### src/rtl/ram_sync_dp_clr.sv
// ----------------------------------------------------------------------------
// ram_sync_dp_clr
//
// Synchronous simple-dual-port RAM: one write port and one registered read
// port on a single clock. After every reset the array is walked once and
// zeroed, one word per clock. Requests are dropped while that runs.
//
// Parameters:
//   DATA_W   - data word width in bits (>= 1)
//   ADDR_W   - address width; depth is 2**ADDR_W words
//   RDW_MODE - same-address read-during-write result:
//              0 = read-old (pre-write contents), 1 = write-first (wr_data)
//
// Ports:
//   clk        - clock, all activity on the rising edge
//   rst_n      - synchronous reset, active low
//   wr_en      - write request
//   wr_addr    - write address
//   wr_data    - write data
//   rd_en      - read request
//   rd_addr    - read address
//   rd_data    - registered read data, holds its last value between reads
//   rd_valid   - one-cycle strobe, rd_data was updated by the last edge
//   busy       - high while the post-reset clear sequence runs
//   err_inj    - inverts the stored parity bit of a write (parity build only)
//   rd_par_err - parity mismatch flag, registered alongside rd_data
//
// Optional build macro:
//   RAM_SYNC_DP_PARITY_EN - store one parity bit per word and check it on
//                           reads. Without it no parity storage exists,
//                           err_inj is unused and rd_par_err is held at 0.
//                           The port list is the same in both builds.
// ----------------------------------------------------------------------------
module ram_sync_dp_clr #(
  parameter int DATA_W   = 8,
  parameter int ADDR_W   = 4,
  parameter int RDW_MODE = 0
) (
  input  logic              clk,
  input  logic              rst_n,
  input  logic              wr_en,
  input  logic [ADDR_W-1:0] wr_addr,
  input  logic [DATA_W-1:0] wr_data,
  input  logic              rd_en,
  input  logic [ADDR_W-1:0] rd_addr,
  output logic [DATA_W-1:0] rd_data,
  output logic              rd_valid,
  output logic              busy,
  input  logic              err_inj,
  output logic              rd_par_err
);

  localparam int DEPTH = 2 ** ADDR_W;

  typedef enum logic {
    ST_CLEAR = 1'b0,
    ST_READY = 1'b1
  } state_t;

  state_t            state;
  state_t            state_next;
  logic [ADDR_W-1:0] clr_ptr;
  logic              clr_last;
  logic              wr_fire;
  logic              rd_fire;
  logic              rdw_bypass;

  logic [DATA_W-1:0] mem [DEPTH];

  // The clear finishes on the edge that zeroes the top address, which is
  // the all-ones pointer value.
  assign clr_last = &clr_ptr;

  // Requests only take effect once the array has been cleared.
  assign wr_fire = (state == ST_READY) && wr_en;
  assign rd_fire = (state == ST_READY) && rd_en;

  // Write-first mode forwards the incoming word when both ports hit the
  // same address on the same edge; read-old mode simply reads the array,
  // which still holds the pre-write value at that edge.
  assign rdw_bypass = (RDW_MODE == 1) && wr_fire && (wr_addr == rd_addr);

  // State register. Reset always restarts the clear, even from the middle
  // of a clear already in progress.
  always_ff @(posedge clk) begin
    if (!rst_n) begin
      state <= ST_CLEAR;
    end else begin
      state <= state_next;
    end
  end

  // Next-state and busy decode. busy follows the state register directly,
  // so it rises on the reset edge and falls on the edge that clears the
  // last address.
  always_comb begin
    state_next = state;
    busy       = 1'b0;
    case (state)
      ST_CLEAR: begin
        busy = 1'b1;
        if (clr_last) begin
          state_next = ST_READY;
        end
      end
      ST_READY: begin
        state_next = ST_READY;
      end
      default: begin
        state_next = ST_CLEAR;
        busy       = 1'b1;
      end
    endcase
  end

  // Clear pointer. It walks every address exactly once per clear and wraps
  // back to 0, which is where the next clear must start anyway.
  always_ff @(posedge clk) begin
    if (!rst_n) begin
      clr_ptr <= '0;
    end else if (state == ST_CLEAR) begin
      clr_ptr <= clr_ptr + ADDR_W'(1);
    end
  end

  // Storage array. The clear sequence owns the write port while it runs;
  // nothing is written on a reset edge so the clear restarts cleanly.
  always_ff @(posedge clk) begin
    if (rst_n) begin
      if (state == ST_CLEAR) begin
        mem[clr_ptr] <= '0;
      end else if (wr_fire) begin
        mem[wr_addr] <= wr_data;
      end
    end
  end

  // Registered read port. A reset discards any read in flight. rd_data
  // keeps its last value when no read is accepted; only rd_valid drops.
  always_ff @(posedge clk) begin
    if (!rst_n) begin
      rd_data  <= '0;
      rd_valid <= 1'b0;
    end else if (rd_fire) begin
      rd_valid <= 1'b1;
      if (rdw_bypass) begin
        rd_data <= wr_data;
      end else begin
        rd_data <= mem[rd_addr];
      end
    end else begin
      rd_valid <= 1'b0;
    end
  end

`ifdef RAM_SYNC_DP_PARITY_EN

  logic mem_par [DEPTH];

  // Parity storage, written in lockstep with the data array. A cleared
  // word has data 0 and parity 0, which is consistent. err_inj flips the
  // stored bit so a later read reports a mismatch.
  always_ff @(posedge clk) begin
    if (rst_n) begin
      if (state == ST_CLEAR) begin
        mem_par[clr_ptr] <= 1'b0;
      end else if (wr_fire) begin
        mem_par[wr_addr] <= (^wr_data) ^ err_inj;
      end
    end
  end

  // Parity check, registered with rd_data and only meaningful with
  // rd_valid. On the write-first bypass the checked parity would be
  // ^wr_data ^ err_inj against data wr_data, so the mismatch reduces to
  // err_inj itself.
  always_ff @(posedge clk) begin
    if (!rst_n) begin
      rd_par_err <= 1'b0;
    end else if (rd_fire) begin
      if (rdw_bypass) begin
        rd_par_err <= err_inj;
      end else begin
        rd_par_err <= (^mem[rd_addr]) ^ mem_par[rd_addr];
      end
    end else begin
      rd_par_err <= 1'b0;
    end
  end

`else

  logic unused_err_inj;

  // Without parity storage there is nothing to check; err_inj is
  // deliberately left unconnected to any logic.
  assign unused_err_inj = err_inj;
  assign rd_par_err     = 1'b0;

`endif

endmodule

### config.mk
export PLATFORM = sky130hd
export DESIGN_NAME = ram_sync_dp_clr
export DESIGN_NICKNAME = d
export VERILOG_FILES = /design/src/rtl/ram_sync_dp_clr.sv
export SDC_FILE = /design/constraint.sdc
export NUM_CORES = 1
export LEC_CHECK = 0
export CORE_MARGIN = 3
export CORE_UTILIZATION = 53
export CTS_CLUSTER_DIAMETER = 120
export DETAILED_ROUTE_END_ITERATION = 10
export PLACE_DENSITY = 0.8
export SLEW_MARGIN = 20
export SYNTH_ARGS = -nofsm -noshare
export SYNTH_HDL_FRONTEND = slang
export SYNTH_SLANG_ARGS = --single-unit
### constraint.sdc
create_clock -name clk -period 2.1 [get_ports clk]
set_input_delay 0.21 -clock clk [delete_from_list [all_inputs] [get_ports clk]]
set_output_delay 0.21 -clock clk [all_outputs]
set_load 0.01 [all_outputs]
==> impl_metrics.json <==
{
  "wl_mm": 11.2,
  "reg2reg_depth": 5,
  "postLayoutCoreUtil_pct": 66.1,
  "path_max_fanout": 8,
  "cts_tree": "built",
  "crit_arrival_ps": 2120,
  "ys_seq_elements": 142,
  "finalMaxSlewViolations": 0,
  "drive_gt1_share_pct": 25.3,
  "synth_flop_cell": "edfxtp_1",
  "reg2reg_from": "state",
  "setup_viol": 0,
  "register_area_um2": 4120,
  "cts_max_level": 4,
  "cp_slowest_stage_delay_ps": 610,
  "initial_utilization_pct": 54.6,
  "grt_pass1_vias": 3111,
  "peakVddDrop_mv": 0.591,
  "dieHeight_um": 109,
  "synth_nets": 316,
  "p_switching_mw": 1.24,
  "dp_hpwl_mm": 7.24,
  "fp.dieArea_um2": 11900,
  "drtIter0Drc": 172,
  "first_pass_iters": 5,
  "antenna_cells": 0,
  "avgViaCountPerCell": 5.88,
  "cpMaxStageDelayCell": "nor2_1",
  "grt_pass1_wl_mm": 17.7,
  "cts_hold_buf": 0,
  "status": "complete, no violations",
  "tightest_slew_ps": 747,
  "design.core.area_um2": 10300,
  "pin_count": 32,
  "gp_congestion": 0.789,
  "max_freq_ghz": 0.510,
  "min_to": "rd_valid",
  "synth.avg_cell_area_um2": 19.2,
  "clock-skew-final_ps": 7.56,
  "wire_per_inst_um": 22.1,
  "clock_latency_ps": 530,
  "drc": 0,
  "overflow": 0,
  "design_area_um2": 6830,
  "die_x_um": 109,
  "area_growth_pct": 21.0,
  "fillers": 656,
  "min_from": "rd_en",
  "tns_ps": 0,
  "multi_input_area_um2": 1400,
  "antenna_found_initial": 0,
  "worstPathCellList": "and3_1 -> buf_4 -> nor3b_1 -> a31oi_1 -> nor2_1",
  "synth_edf_count": 128,
  "clock_sinks": 142,
  "ant_nets": 0,
  "vias": 2982,
  "slew_headroom_pct": 50.0,
  "p_clk_share_pct": 46.5,
  "nets": 380,
  "p_leak_nw": 2.14,
  "yosysWarnings": 0,
  "worstPathRequired_ps": 2250,
  "synthesis.area_um2": 5640,
  "powerDensity_nw_per_um2": 921,
  "yosysUniqueCellTypes": 37,
  "reg2reg_to": "mem[5][4]",
  "max_cap_violations": 0,
  "clockBufferDepth": 2,
  "power_frac_seq_pct": 49.3,
  "path_class": "flop to flop",
  "rsz0062_at_grt": "false",
  "grtUsageTotal_pct": 21.3,
  "cp-end-kind": "flop",
  "cts-root-buf": "clkbuf_8",
  "min_path_cells": 2,
  "final_common_cell": "edfxtp_1",
  "timing.final.crit_share_pct": 93.5,
  "async_reset_ff_share_pct": 0,
  "path_clk_slew_ps": 60,
  "cp-start-kind": "flop",
  "syn_inst": 294,
  "rows": 37,
  "period_needed_ps": 1960,
  "p_comb_share_pct": 4.2,
  "place_area_um2": 6240,
  "cts_buffers": 17,
  "ff2ff_setup_slack_ps": 140,
  "numPortBuffers": 29,
  "intPower_mw": 5.05,
  "yosysSeqAreaShare_pct": 73.1,
  "grt_start_max_net_pins": 27,
  "hold_violations": 0,
  "final_cell_mix": "128 x edfxtp_1, 31 x buf_4, 28 x clkdlybuf4s50_1",
  "holdCritPathClass": "primary input to flop",
  "swShare_pct": 19.7
}
flip-flops by register name, summed over array words and instances (netlist names):
register,count
mem,128
clr_ptr,4
rd_data,8
rd_valid,1
state,1
synthesized netlist by cell type (3+ instances only):
library cell / number / area, um^2
a22oi_1: 7 / 52.6
a31oi_1: 4 / 25.0
and2_1: 13 / 81.3
buf_2: 7 / 35.0
clkbuf_1: 3 / 11.3
dfxtp_1: 14 / 280
edfxtp_1: 128 / 3840
inv_1: 4 / 15.0
mux2_2: 8 / 90.1
mux2i_1: 13 / 130
mux4_1: 8 / 210
mux4_2: 22 / 495
nand2_1: 6 / 22.5
nand3_1: 4 / 20.0
nand3b_1: 3 / 22.5
nor2_1: 18 / 67.6
o21ai_1: 6 / 30.0
xnor2_1: 3 / 26.3
through the flow:
step / hold WS, ps / instances / total power, mW / setup WS [ps]
6_report: 403 / 507 / 6.29 / 138
5_1_grt: 398 / 507 / 6.47 / 11.2
4_1_cts: 369 / 507 / 6.32 / 60.1
3_5_place_dp: 484 / 475 / 3.42 / -275
3_3_place_gp: 471 / 475 / 3.41 / -116
2_1_floorplan: 379 / 294 / 3.32 / 136
what timing repair did:
action | 4_1_cts | 5_1_grt
setup endpoints to repair | 0 | 8
gates resized for setup | 0 | 2
buffers inserted | 0 | 0
hold endpoints to repair | 0 | 0
power groups by stage:
stage	Clock [mW]	Sequential (mW)	Combinational, mW
global route	3.09	3.10	0.284
finish	2.92	3.10	0.267
detailed placement	0	3.16	0.266
global placement	0	3.15	0.260
CTS	2.96	3.10	0.268
floorplan	0	3.15	0.170
how the worst max path moves through the flow:
stage | from | to | slack, ps
after floorplan | state | mem[10][0] | 140
after global placement | rst_n | mem[5][4] | -120
after detailed placement | rst_n | mem[13][6] | -280
after CTS | state | mem[13][5] | 60
after global routing | state | mem[5][4] | 10
final | state | mem[5][4] | 140
cell families after synthesis:
| family | share of synthesized area, % |
|---|---|
| xor+xnor | 0.466 |
| simple gates | 4.75 |
| buf+inv | 2.17 |
| other cells | 0.0665 |
| compound gates | 2.82 |
| fa+ha+maj | 0.222 |
| mux | 16.4 |
| flops | 73.1 |
area by class of cell:
cell class              instances  share of cell area, %
well taps                     136                   2.49
multi-input cells             132                   20.5
clock buffers                  20                   6.38
clock inverters                12                   2.11
repair buffers                 61                   7.88
flip-flops and latches        142                   60.4
inverters                       4                  0.220
per-layer routing:
metal  wire (um)  up-vias  global-route usage, %
met3         725       15                   5.03
met4         183        0                   9.08
li1            -     1314                      -
met1        4600     1535                   27.8
met5           0        -                      0
met2        5710      118                   34.4
worst max-delay path: cells and delay by family, from the launching register on:
| kind | cells | cell delay [ps] |
|---|---|---|
| AOI/OAI and AO/OA | 1 | 120 |
| DFF | 1 | 330 |
| buffers and inverters | 1 | 160 |
| and+or+nand+nor | 3 | 990 |
No activity file was read; power rests on OpenSTA's default activity.
